$ cat config.mk
export PLATFORM = sky130hd
export DESIGN_NAME = spram_req_ctrl
export DESIGN_NICKNAME = d
export VERILOG_FILES = /design/src/rtl/spram_ctrl_pkg.sv /design/src/rtl/spram_rsp_fifo.sv /design/src/rtl/spram_req_ctrl.sv
export SDC_FILE = /design/constraint.sdc
export NUM_CORES = 1
export LEC_CHECK = 0
export ABC_AREA = 1
export CAP_MARGIN = 5
export CORE_MARGIN = 3
export CORE_UTILIZATION = 45
export CTS_CLUSTER_DIAMETER = 30
export DETAILED_ROUTE_END_ITERATION = 12
export DONT_BUFFER_PORTS = 1
export PLACE_DENSITY = 0.59
export SLEW_MARGIN = 20
export SYNTH_ARGS = -nofsm -noshare
export SYNTH_HDL_FRONTEND = slang
export SYNTH_SLANG_ARGS = --single-unit
$ cat constraint.sdc
create_clock -name Clk_CI -period 4.1 [get_ports Clk_CI]
set_input_delay 0.41 -clock Clk_CI [delete_from_list [all_inputs] [get_ports Clk_CI]]
set_output_delay 0.41 -clock Clk_CI [all_outputs]
set_load 0.005 [all_outputs]
$ cat src/rtl/spram_ctrl_pkg.sv
// Shared definitions for the single-port SRAM request controller.
//   DATA_BYTES   : bytes per SRAM word (one byte-enable bit each)
//   DATA_WIDTH   : bits per SRAM word
//   ctrl_state_e : controller FSM state (zero-fill sweep, then normal service)
package spram_ctrl_pkg;

  localparam int unsigned DATA_BYTES = 8;
  localparam int unsigned DATA_WIDTH = 8 * DATA_BYTES;

  typedef enum logic [0:0] {
    StInit,
    StRun
  } ctrl_state_e;

endpackage

$ cat src/rtl/spram_rsp_fifo.sv
// Read-response FIFO with a fall-through head: when empty, a pushed word is visible on
// Head_DO in the same cycle and can be popped straight through without being stored.
// Ports:
//   Clk_CI, Rst_RBI : clock, async active-low reset (clears pointers and occupancy)
//   Push_SI/Push_DI : write strobe and data (never asserted while full)
//   Pop_SI          : consume the head word (only while Valid_SO)
//   Valid_SO        : head word present (stored or falling through)
//   Head_DO         : head word
//   Count_DO        : number of stored words
module spram_rsp_fifo
  import spram_ctrl_pkg::*;
#(
  parameter int unsigned DEPTH = 2
) (
  input  logic                         Clk_CI,
  input  logic                         Rst_RBI,
  input  logic                         Push_SI,
  input  logic [DATA_WIDTH-1:0]        Push_DI,
  input  logic                         Pop_SI,
  output logic                         Valid_SO,
  output logic [DATA_WIDTH-1:0]        Head_DO,
  output logic [$clog2(DEPTH+1)-1:0]   Count_DO
);

  localparam int unsigned PTR_W = (DEPTH > 1) ? $clog2(DEPTH) : 1;
  localparam int unsigned CNT_W = $clog2(DEPTH + 1);

  logic [DATA_WIDTH-1:0] mem_q [DEPTH];
  logic [PTR_W-1:0]      wr_ptr_q, rd_ptr_q;
  logic [CNT_W-1:0]      count_q;
  logic                  empty, bypass, wr_en, rd_en;

  assign empty  = (count_q == '0);
  // Push and pop on an empty FIFO hand the word straight through.
  assign bypass = empty & Push_SI & Pop_SI;
  assign wr_en  = Push_SI & ~bypass;
  assign rd_en  = Pop_SI & ~empty;

  assign Valid_SO = ~empty | Push_SI;
  assign Head_DO  = empty ? Push_DI : mem_q[rd_ptr_q];
  assign Count_DO = count_q;

  function automatic logic [PTR_W-1:0] ptr_inc(input logic [PTR_W-1:0] ptr);
    return (ptr == PTR_W'(DEPTH - 1)) ? '0 : ptr + PTR_W'(1);
  endfunction

  always_ff @(posedge Clk_CI or negedge Rst_RBI) begin
    if (!Rst_RBI) begin
      wr_ptr_q <= '0;
      rd_ptr_q <= '0;
      count_q  <= '0;
    end else begin
      if (wr_en) wr_ptr_q <= ptr_inc(wr_ptr_q);
      if (rd_en) rd_ptr_q <= ptr_inc(rd_ptr_q);
      count_q <= count_q + CNT_W'(wr_en) - CNT_W'(rd_en);
    end
  end

  // Storage needs no reset: only words covered by count_q are ever read.
  always_ff @(posedge Clk_CI) begin
    if (wr_en) mem_q[wr_ptr_q] <= Push_DI;
  end

endmodule

$ cat src/rtl/spram_req_ctrl.sv
// Request controller for a single-port SRAM with 1+OUT_REGS read latency.
// After reset it optionally zero-fills the SRAM, then accepts read/write requests,
// drives the SRAM port combinationally from accepted requests and returns read data
// in order through a credit-protected response FIFO.
// Ports:
//   Clk_CI, Rst_RBI         : clock, async active-low reset
//   Req_*                   : valid/ready request (We, byte enables, word address, data)
//   Rsp_*                   : valid/ready read response
//   Init_Done_SO            : init sweep finished, requests accepted
//   Ram_*_SO/DO, Ram_RdData_DI : SRAM port
module spram_req_ctrl
  import spram_ctrl_pkg::*;
#(
  parameter int unsigned ADDR_WIDTH = 10,
  parameter int unsigned DATA_DEPTH = 1024,
  parameter int unsigned OUT_REGS   = 0,
  parameter int unsigned INIT_ZERO  = 1
) (
  input  logic                  Clk_CI,
  input  logic                  Rst_RBI,
  input  logic                  Req_Valid_SI,
  output logic                  Req_Ready_SO,
  input  logic                  Req_We_SI,
  input  logic [DATA_BYTES-1:0] Req_BEn_SI,
  input  logic [ADDR_WIDTH-1:0] Req_Addr_DI,
  input  logic [DATA_WIDTH-1:0] Req_WrData_DI,
  output logic                  Rsp_Valid_SO,
  input  logic                  Rsp_Ready_SI,
  output logic [DATA_WIDTH-1:0] Rsp_RdData_DO,
  output logic                  Init_Done_SO,
  output logic                  Ram_CSel_SO,
  output logic                  Ram_WrEn_SO,
  output logic [DATA_BYTES-1:0] Ram_BEn_SO,
  output logic [ADDR_WIDTH-1:0] Ram_Addr_DO,
  output logic [DATA_WIDTH-1:0] Ram_WrData_DO,
  input  logic [DATA_WIDTH-1:0] Ram_RdData_DI
);

  localparam int unsigned LAT        = 1 + OUT_REGS;
  localparam int unsigned FIFO_DEPTH = LAT + 1;
  localparam int unsigned CNT_W      = $clog2(FIFO_DEPTH + 1);
  localparam logic [ADDR_WIDTH-1:0] INIT_LAST  = ADDR_WIDTH'(DATA_DEPTH - 1);
  localparam logic [ADDR_WIDTH:0]   ADDR_LIMIT = (ADDR_WIDTH + 1)'(DATA_DEPTH);

  ctrl_state_e           state_q;
  logic [ADDR_WIDTH-1:0] init_cnt_q;
  logic                  init_done_q;
  logic [LAT-1:0]        tag_vld_q, tag_oor_q;

  logic                  init_wr, in_range, req_ready, accept, rd_acc;
  logic                  fifo_push, fifo_pop, fifo_valid;
  logic [DATA_WIDTH-1:0] fifo_push_data;
  logic [CNT_W-1:0]      fifo_count, in_flight, used_slots;

  // Controller FSM: zero-fill sweep (or a single idle cycle), then service.
  always_ff @(posedge Clk_CI or negedge Rst_RBI) begin
    if (!Rst_RBI) begin
      state_q     <= StInit;
      init_cnt_q  <= '0;
      init_done_q <= 1'b0;
    end else begin
      unique case (state_q)
        StInit: begin
          if (INIT_ZERO == 0 || init_cnt_q == INIT_LAST) begin
            state_q     <= StRun;
            init_done_q <= 1'b1;
          end else begin
            init_cnt_q <= init_cnt_q + ADDR_WIDTH'(1);
          end
        end
        StRun: state_q <= StRun;
        default: state_q <= StInit;
      endcase
    end
  end

  assign Init_Done_SO = init_done_q;

  // Qualified with the reset pin so the SRAM is not selected while reset is held.
  assign init_wr  = (state_q == StInit) && (INIT_ZERO != 0) && Rst_RBI;
  assign in_range = ({1'b0, Req_Addr_DI} < ADDR_LIMIT);

  // Credit: every accepted read owns a slot until its response is popped.
  assign in_flight  = CNT_W'($countones(tag_vld_q));
  assign fifo_pop   = fifo_valid & Rsp_Ready_SI;
  assign used_slots = fifo_count + in_flight - CNT_W'(fifo_pop);
  assign req_ready  = init_done_q && (used_slots < CNT_W'(FIFO_DEPTH));
  assign accept     = Req_Valid_SI & req_ready;
  assign rd_acc     = accept & ~Req_We_SI;

  assign Req_Ready_SO = req_ready;

  always_comb begin
    Ram_CSel_SO   = 1'b0;
    Ram_WrEn_SO   = 1'b0;
    Ram_BEn_SO    = '0;
    Ram_Addr_DO   = '0;
    Ram_WrData_DO = '0;
    if (init_wr) begin
      Ram_CSel_SO   = 1'b1;
      Ram_WrEn_SO   = 1'b1;
      Ram_BEn_SO    = '1;
      Ram_Addr_DO   = init_cnt_q;
    end else if (accept && in_range) begin
      Ram_CSel_SO   = 1'b1;
      Ram_WrEn_SO   = Req_We_SI;
      Ram_BEn_SO    = Req_BEn_SI;
      Ram_Addr_DO   = Req_Addr_DI;
      Ram_WrData_DO = Req_WrData_DI;
    end
  end

  // Tag pipeline tracks each read across the SRAM latency; out-of-range reads
  // never select the SRAM and return zero.
  always_ff @(posedge Clk_CI or negedge Rst_RBI) begin
    if (!Rst_RBI) begin
      tag_vld_q <= '0;
      tag_oor_q <= '0;
    end else begin
      tag_vld_q[0] <= rd_acc;
      tag_oor_q[0] <= rd_acc & ~in_range;
      for (int i = 1; i < LAT; i++) begin
        tag_vld_q[i] <= tag_vld_q[i-1];
        tag_oor_q[i] <= tag_oor_q[i-1];
      end
    end
  end

  assign fifo_push      = tag_vld_q[LAT-1];
  assign fifo_push_data = tag_oor_q[LAT-1] ? '0 : Ram_RdData_DI;

  spram_rsp_fifo #(
    .DEPTH (FIFO_DEPTH)
  ) u_rsp_fifo (
    .Clk_CI   (Clk_CI),
    .Rst_RBI  (Rst_RBI),
    .Push_SI  (fifo_push),
    .Push_DI  (fifo_push_data),
    .Pop_SI   (fifo_pop),
    .Valid_SO (fifo_valid),
    .Head_DO  (Rsp_RdData_DO),
    .Count_DO (fifo_count)
  );

  assign Rsp_Valid_SO = fifo_valid;

endmodule

# ---- Word-level counts from Yosys, hierarchy flattened
# Memories as Yosys holds them, arrays and structs flattened.
# Index checks and enable logic that the tools add are counted.
dict set report word_totals {
  ramBits 128
  input_bits 151
  mem_count 1
  output_inout_bits 151
  regBits 17
}
# name words width read_ports rd_clocked_by_memory_dff wr line_no
set mem_list {}
lappend mem_list {u_rsp_fifo.mem_q 2 64 1 0 1 spram_rsp_fifo.sv:28} ;# logic [DATA_WIDTH-1:0] mem_q [DEPTH];
dict set report op_classes {
  order_cmp 1
  reduce_logical 5
  muxes 17
  eq_ne 1
  addsub 7
  bitwise_logic 13
}
# cell count
set op_table {}
lappend op_table {{2-to-1 mux 64 bit} 3}
lappend op_table {{2-to-1 mux 10 bit} 2}
lappend op_table {{2-to-1 mux 8 bit} 2}
lappend op_table {{adder 10 x 1 -> 10 bit, second input constant} 1}
lappend op_table {{equality test 10 bit, second input constant} 1}
lappend op_table {{2-to-1 mux 1 bit} 9}
lappend op_table {{AND 1 bit} 7}
lappend op_table {{inverter 1 bit} 5}
lappend op_table {{adder 2 x 1 -> 2 bit} 2}
lappend op_table {{AND reduction 2 bit} 2}
lappend op_table {{subtractor 2 x 1 -> 2 bit} 2}
lappend op_table {{adder 1 bit, second input constant} 2}
lappend op_table {{logical AND 1 bit} 2}
lappend op_table {{logical NOT 2 bit} 1}
lappend op_table {{< comparator 2 bit, second input constant} 1}
lappend op_table {{one-hot mux 1 bit (2 select lines)} 1}
lappend op_table {{bitwise OR 1 bit} 1}

# ---- Depth between registers and ports, before layout
# Gate-level depths: netlist of run 1.
dict set report depth {
  word_depth 10
  ltp_mapped 11
  depth_no_buf 9
}

# ---- Cells and area by module
# Synthesis of run 1 repeated with hierarchy kept, for this count alone.
dict set report hier_totals {
  hier_cells 898
  area_unflattened_um2 7532.2
}
# mod instances area_per_inst_um2 cells_each
set modules_own_cells {}
lappend modules_own_cells {spram_rsp_fifo 1 5723.0 570}
lappend modules_own_cells {spram_req_ctrl 1 1809.2 328}

# ---- Worst setup path after synthesis of run 1
# No wires, ideal clock.
dict set report synth_timing {
  path_kind {input port to flip-flop}
  start {input Rsp_Ready_SI}
  end {memory u_rsp_fifo.mem_q[1][0] (netlist bit) (enable)}
  t_arrival_ns 3.344
  setup_time_ns 0.488
  slack_ns 0.268
  path_stages 3
  cell_sequence {inv_2 -> o21ai_0 -> nor2_1}
}
dict set report synth_between {
  elab_chain_len 6
}
# item line_no
set synth_lines {}
lappend synth_lines {{start: declaration} spram_req_ctrl.sv:28} ;# input logic Rsp_Ready_SI,
lappend synth_lines {{AND 1 bit} spram_req_ctrl.sv:85} ;# assign fifo_pop = fifo_valid & Rsp_Ready_SI;
lappend synth_lines {{AND 1 bit} spram_rsp_fifo.sv:35} ;# assign bypass = empty & Push_SI & Pop_SI;
lappend synth_lines {{inverter 1 bit} spram_rsp_fifo.sv:36} ;# assign wr_en = Push_SI & ~bypass;
lappend synth_lines {{AND 1 bit} spram_rsp_fifo.sv:36}
lappend synth_lines {{2-to-1 mux 1 bit} spram_rsp_fifo.sv:61} ;# if (wr_en) mem_q[wr_ptr_q] <= Push_DI;
lappend synth_lines {{2-to-1 mux 1 bit (not written as such)} spram_rsp_fifo.sv:61}
lappend synth_lines {{end: declaration} spram_rsp_fifo.sv:28}
# Every way passes these cells.

# ---- Worst setup path in the final report of run 1
dict set report layout_timing {
  start {register u_rsp_fifo.count_q[0] (netlist: u_rsp_fifo.Count_DO[0])}
  end {output Ram_WrData_DO[32]}
}
dict set report layout_between {
  elab_chain_len 10
}
# item line_no
set layout_lines {}
lappend layout_lines {{start: declaration} spram_rsp_fifo.sv:30} ;# logic [CNT_W-1:0] count_q;
lappend layout_lines {{start signal: assignment} spram_rsp_fifo.sv:55} ;# count_q <= count_q + CNT_W'(wr_en) - CNT_W'(rd_en);
lappend layout_lines {{logical NOT 2 bit} spram_rsp_fifo.sv:33} ;# assign empty = (count_q == '0);
lappend layout_lines {{inverter 1 bit} spram_rsp_fifo.sv:39} ;# assign Valid_SO = ~empty | Push_SI;
lappend layout_lines {{bitwise OR 1 bit} spram_rsp_fifo.sv:39}
lappend layout_lines {{AND 1 bit} spram_req_ctrl.sv:85}
lappend layout_lines {{subtractor 2 x 1 -> 2 bit *} spram_req_ctrl.sv:86} ;# assign used_slots = fifo_count + in_flight - CNT_W'(fifo_pop);
lappend layout_lines {{< comparator 2 bit *} spram_req_ctrl.sv:87} ;# assign req_ready = init_done_q && (used_slots < CNT_W'(FIFO_DEPTH));
lappend layout_lines {{logical AND 1 bit *} spram_req_ctrl.sv:87}
lappend layout_lines {{AND 1 bit *} spram_req_ctrl.sv:88} ;# assign accept = Req_Valid_SI & req_ready;
lappend layout_lines {{2-to-1 mux 64 bit *} spram_req_ctrl.sv:104} ;# end else if (accept && in_range) begin
lappend layout_lines {{2-to-1 mux 64 bit *} spram_req_ctrl.sv:99} ;# if (init_wr) begin
lappend layout_lines {{end: declaration} spram_req_ctrl.sv:35} ;# output logic [DATA_WIDTH-1:0] Ram_WrData_DO,
# Every way passes the cells marked *; elsewhere a longest branch is shown, timed or not.

==> results of run 1 <==
## worst paths after layout
kind	start	cells past startpoint	slack [ns]	to
min in group asynchronous	Rst_RBI	1	0.54	u_rsp_fifo.wr_ptr_q
hold reg to reg	state_q	1	0.48	Init_Done_SO
hold / removal	Req_We_SI	1	0.05	fifo_push
setup / recovery	u_rsp_fifo.Count_DO[0]	5	1.06	Ram_WrData_DO[32]
setup reg to reg	u_rsp_fifo.Count_DO[0]	9	1.92	u_rsp_fifo.Count_DO[1]
max in group asynchronous	Rst_RBI	1	2.95	u_rsp_fifo.rd_ptr_q
## cell type report
| type | count | area share (%) |
|---|---|---|
| multi-input combinational | 528 | 29.4 |
| inverter | 92 | 4.36 |
| tap | 211 | 3.31 |
| timing repair buffer | 10 | 0.972 |
| antenna | 4 | 0.125 |
| clock inverter | 14 | 2.98 |
| clock buffer | 18 | 5.38 |
| sequential | 145 | 53.5 |
## where the power goes
group	internal, uW	total [uW]	switching (uW)
clock network	1140	1740	596
registers	1620	1760	131
logic	273	964	691
total	3040	4460	1420
## metal layers
metal | wire (um) | part of all wire [%]
met3 | 1570 | 7.4
met5 | 34 | 0.16
met1 | 8010 | 38
met4 | 675 | 3.2
met2 | 10800 | 51
## critical path, stage by stage (launching register included)
cell and delay, ns:
dfrtp_1 0.39, inv_1 0.10, nand3_1 0.09, nand3_1 0.52, nand3_4 0.67, nor2_1 0.40
## state kept, by name (all words and copies together) (netlist names)
register	flops
u_rsp_fifo.mem_q	128
init_cnt_q	10
u_rsp_fifo.Count_DO	2
Init_Done_SO	1
fifo_push	1
state_q	1
u_rsp_fifo.rd_ptr_q	1
u_rsp_fifo.wr_ptr_q	1
## per-stage QoR
step | total power (uW) | hold slack, ns | area, um2 | setup WS, ns
floorplan | 2550 | 0.114 | 7210 | 0.268
global placement | 2740 | 0.115 | 7290 | 1.26
detailed placement | 2760 | 0.115 | 7290 | 1.02
CTS | 4490 | 0.0293 | 7970 | 0.626
global route | 4670 | 0.0321 | 7980 | 0.866
finish | 4460 | 0.0543 | 7980 | 1.06
## synth_stat cells (all sizes together)
cell type / number / area [um2]
nand2: 270 / 1020
o21ai: 130 / 651
edfxtp: 128 / 3840
inv: 92 / 345
nor2: 85 / 334
buf: 33 / 200
nand4: 21 / 131
clkbuf: 19 / 71.3
dfrtp: 17 / 425
nand3: 8 / 50.1
xnor2: 4 / 35.0
xor2: 4 / 35.0
ha: 3 / 37.5
nand3b: 1 / 7.51
nor3: 1 / 10.0
o21bai: 1 / 7.51
## cell families (layout without fill, tap and decap cells)
| kind of cell | Yosys count | in the layout | synth area share [%] |
|---|---|---|---|
| xor gates and xnor gates | 8 | 8 | 0.972 |
| DFF | 145 | 145 | 59.2 |
| AOI/OAI and AO/OA | 131 | 131 | 9.13 |
| buffers and inverters | 144 | 134 | 8.56 |
| and+or+nand+nor | 386 | 386 | 21.6 |
| other | 0 | 4 | 0 |
| adders and majority gates | 3 | 3 | 0.521 |
## timing repair
item                                    CTS  global route
gates resized for setup                   0             0
hold buffers                              1             0
endpoints found under the setup margin    0             0
endpoints found under the hold margin    17             0
==> results.sh, run 1 <==
export IMPL_grt_max_degree=95
export IMPL_status="complete, no violations"
export IMPL_nets=948
export IMPL_synth_avg_cell_area_um2=8.82
export IMPL_fp_dieW_um=133
export IMPL_clkSinkCount=145
export IMPL_drc_errors=0
export IMPL_io_pins=302
export IMPL_wl_per_cell_um=20.6
export IMPL_use_met3_pct=7.15
export IMPL_final_util_pct=51.8
export IMPL_cts_tree="done"
export IMPL_ys_seq_elements=145
export IMPL_insertion_delay_ns=0.42
export IMPL_multi_input_area_mm2=0.00234
export IMPL_cts_clk_slew_worst_paths_ns=0.06
export IMPL_fin_cells=1022
export IMPL_setup_viol=0
export IMPL_post_cts_buffers=0
export IMPL_gr_total_overflow=0
export IMPL_cp_required_ns=3.69
export IMPL_fill_cells=1446
export IMPL_hold_violations=0
export IMPL_antenna_found_initial=6
export IMPL_crit_path_max_fanout=66
export IMPL_drive_gt1_share_pct=6.57
export IMPL_slew_headroom_pct=41.2
export IMPL_rsz0062_at_grt="no"
export IMPL_wl_mm=21.1
export IMPL_endpoint_kind="primary output"
export IMPL_ant_nets=0
export IMPL_seqCellArea_mm2=0.00427
export IMPL_drt_iter0_markers=414
export IMPL_grt_pass1_vias=4981
export IMPL_synth_net_count=971
export IMPL_root_buffer="clkbuf_16"
export IMPL_maxCapViolations=0
export IMPL_min_period_ns=3.04
export IMPL_htree_levels=4
export IMPL_seq_area_frac_synth_pct=59.2
export IMPL_yosys_cell_types_count=26
export IMPL_busiest_layer="met2"
export IMPL_met2_usage_pct=38.9
export IMPL_cts_buffer_depth=2
export IMPL_cp_arrival_ns=2.63
export IMPL_finalSetupTns_ns=0
export IMPL_cts_buffers=17
export IMPL_grt_first_pass_wirelength_mm=30.4
export IMPL_hpwlAfterDp_mm=15.7
export IMPL_place_congestion=0.959
export IMPL_max_clock_freq_mhz=329
export IMPL_rows=45
export IMPL_area_delta_synth_final_pct=10.8
export IMPL_met1_usage_pct=26.8
export IMPL_firstDrtPassIters=7
export IMPL_via_count=5307
export IMPL_startpoint_type="flip-flop"
export IMPL_start_util_pct=46.7
export IMPL_gr_usage_all_layers_pct=23.2
export IMPL_core_area_mm2=0.0154
export IMPL_layout_common_cells="nand2_1 (268), edfxtp_1 (128), o21ai_0 (126), inv_1 (88), nor2_1 (81)"
export IMPL_port_buffers=0
export IMPL_peakVddDrop_v=0.000292
export IMPL_postSynthCellCount=817
export IMPL_place_inst=985
export IMPL_leakagePower_uw=0.00317
export IMPL_routed_via_density=5.19
export IMPL_ys_warn_count=0
export IMPL_dieArea_mm2=0.0176
export IMPL_hp_class="input port to flip-flop"
export IMPL_synth_area_mm2=0.00721
export IMPL_maxSlewViolCount=0
export IMPL_crit_type="flip-flop to primary output"
export IMPL_final_common_cell="nand2_1"
export IMPL_p_per_area_mw_per_mm2=558
export IMPL_fin_worst_skew_ns=0.0140
export IMPL_tightest_slew_ns=0.881
export IMPL_fin_crit_sh_pct=74.2
export IMPL_fp_dieH_um=133
Power figures use the tool's default switching activity.
==> run 2: changes to the inputs <==
--- a/config.mk
+++ b/config.mk
@@ -12,7 +12,7 @@
 export CTS_CLUSTER_DIAMETER = 30
 export DETAILED_ROUTE_END_ITERATION = 12
 export DONT_BUFFER_PORTS = 1
-export PLACE_DENSITY = 0.59
+export PLACE_DENSITY = 0.57
 export SLEW_MARGIN = 20
 export SYNTH_ARGS = -nofsm -noshare
 export SYNTH_HDL_FRONTEND = slang
==> constraint.sdc (replaced) <==
create_clock -name Clk_CI -period 3.05 [get_ports Clk_CI]
set_input_delay 0.305 -clock Clk_CI [delete_from_list [all_inputs] [get_ports Clk_CI]]
set_output_delay 0.305 -clock Clk_CI [all_outputs]
set_load 0.005 [all_outputs]
==> run 2 against run 1 <==
Clock power rose by 15%. Clock-buffer cell count rose by 3. Non-clock buffer count rose by 104. Sequential power rose by 29%. Critical path type unchanged. Sequential cell count did not move. Highest routed layer unchanged. Core utilization rose by 5.6 points.
==> results.sh, run 2 (synthesized netlist as in run 1, its figures left out) <==
export IMPL_status="complete, no violations"
export IMPL_cp_top_family="buffers and inverters"
export IMPL_largest_register="u_rsp_fifo.mem_q"
export IMPL_fin_crit_sh_pct=86.3
export IMPL_antenna_cells=0
export IMPL_place_ws_ns=0.739
export IMPL_htree_levels=4
export IMPL_wl_per_cell_um=19.5
export IMPL_endpoint_kind="primary output"
export IMPL_maxCapViolations=0
export IMPL_maxSlewViolCount=0
export IMPL_firstDrtPassIters=6
export IMPL_max_clock_freq_mhz=380
export IMPL_io_pins=302
export IMPL_rows=45
export IMPL_wl_mm=21.9
export IMPL_dieArea_mm2=0.0176
export IMPL_fp_dieW_um=133
export IMPL_p_per_area_mw_per_mm2=653
export IMPL_min_period_ns=2.63
export IMPL_crit_slowest_cell="clkinv_2"
export IMPL_cts_buffer_depth=2
export IMPL_setup_viol=0
export IMPL_startpoint_type="flip-flop"
export IMPL_critPathMaxStageDelay_ns=0.59
export IMPL_fp_dieH_um=133
export IMPL_root_buffer="clkbuf_16"
export IMPL_routed_via_density=5.23
export IMPL_antenna_found_initial=6
export IMPL_hold_slack_ns=0.161
export IMPL_finalSetupTns_ns=0
export IMPL_hp_class="input port to flip-flop"
export IMPL_final_common_cell="nand2_1"
export IMPL_path_cells="inv_1, nand2_1, clkinv_2, buf_12, o21ai_0"
export IMPL_clkSinkCount=145
export IMPL_nets=1052
export IMPL_hpwlAfterDp_mm=16.2
export IMPL_largest_reg_flops=128
export IMPL_cts_resized_gates=0
export IMPL_place_congestion=0.979
export IMPL_crit_type="flip-flop to primary output"
export IMPL_gr_total_overflow=0
export IMPL_tightest_slew_ns=0.884
export IMPL_drc_errors=0
export IMPL_ant_nets=0
export IMPL_core_area_mm2=0.0154
export IMPL_layout_common_cells="nand2_1 (268), edfxtp_1 (128), o21ai_0 (126), inv_1 (88), nor2_1 (81)"
export IMPL_cts_clk_slew_worst_paths_ns=0.06
export IMPL_port_buffers=0
export IMPL_setup_slack_ns=0.417
export IMPL_worst_path_buf_inv=3
export IMPL_slew_headroom_pct=41.1
export IMPL_area_delta_synth_final_pct=22.8
export IMPL_cts_buffers=17
export IMPL_start_util_pct=46.7
export IMPL_cp_arrival_ns=2.33
export IMPL_peakVddDrop_v=0.000423
export IMPL_via_count=5868
export IMPL_grt_max_degree=67
export IMPL_fin_worst_skew_ns=0.00990
export IMPL_grt_first_pass_wirelength_mm=32.7
export IMPL_gr_usage_all_layers_pct=24.5
export IMPL_rsz0062_at_grt="no"
export IMPL_drive_gt1_share_pct=10.1
export IMPL_grt_pass1_vias=5489
export IMPL_cts_tree="done"
export IMPL_drt_iter0_markers=646
export IMPL_hold_violations=0
export IMPL_crit_path_max_fanout=66
export IMPL_insertion_delay_ns=0.41
export IMPL_leakagePower_uw=0.00363
export IMPL_cp_required_ns=2.74
run 2: cell count changes in the layout (fill, tap and decap cells not counted), moves of 2 or more:
cell / previous run / this run
dlygate4sd3_1: 1 / 66
buf_4: 9 / 45
bufinv_16: 6 / 1
diode_2: 4 / 0
inv_4: 0 / 4
buf_12: 0 / 3
clkinv_4: 3 / 0
inv_6: 0 / 3
clkinvlp_4: 3 / 1
run 2: final timing paths:
check                                         end  slack (ns)                   start  depth (start not counted)
setup / recovery                Rsp_RdData_DO[31]        0.42  u_rsp_fifo.Count_DO[0]                          5
hold / removal                u_rsp_fifo.rd_ptr_q        0.16            Rsp_Ready_SI                          3
setup reg to reg           u_rsp_fifo.Count_DO[1]        0.75  u_rsp_fifo.Count_DO[0]                          9
hold reg to reg                      Init_Done_SO        0.49                 state_q                          1
max in group asynchronous     u_rsp_fifo.rd_ptr_q        2.03                 Rst_RBI                          1
min in group asynchronous           init_cnt_q[1]        0.42                 Rst_RBI                          1
run 2: layer usage:
| metal | share of wire (%) | routed length (um) | track usage, % | up-vias |
|---|---|---|---|---|
| met2 | 46 | 10200 | 38.2 | 293 |
| met4 | 3.5 | 777 | 9.70 | 12 |
| met1 | 39 | 8620 | 30.9 | 2703 |
| met3 | 10 | 2290 | 9.47 | 50 |
| met5 | 0.34 | 75 | 0 | - |
| li1 | - | - | - | 2810 |
run 2: per-stage QoR:
| stage | instance area (um2) | total power (uW) | util, % | std cells |
|---|---|---|---|---|
| floorplan | 7210 | 3430 | - | 817 |
| global placement | 7620 | 3710 | 49.4 | 1024 |
| detailed placement | 7620 | 3730 | 49.4 | 1024 |
| CTS | 8850 | 5810 | 57.4 | 1122 |
| global route | 8850 | 6080 | 57.4 | 1122 |
| finish | 8850 | 5770 | 57.4 | 1122 |
run 2: final cells by class:
cell class                      count  area [um2]
Fill cell                        1364        6580
Clock inverter                     11        98.8
Tap cell                          211         264
Clock buffer                       21         472
Multi-Input combinational cell    528        2340
Sequential cell                   145        4270
Inverter                           92         347
Timing Repair Buffer              114        1060
run 2: what timing repair did:
action	CTS	global route
hold buffers	66	0
buffers inserted	0	0
endpoints found under the hold margin	146	0
run 2: worst min-delay path, delay by kind of cell:
family / cells / cell delay [ns]
buf+inv: 1 / 0.04
simple gates: 1 / 0.12
xor+xnor: 1 / 0.07
run 2: power breakdown:
part	internal, uW	switching (uW)	leakage [uW]
clock	1200	799	0.000285
combinational	461	1040	0.00198
sequential	2190	88.5	0.00137
total	3850	1930	0.00363
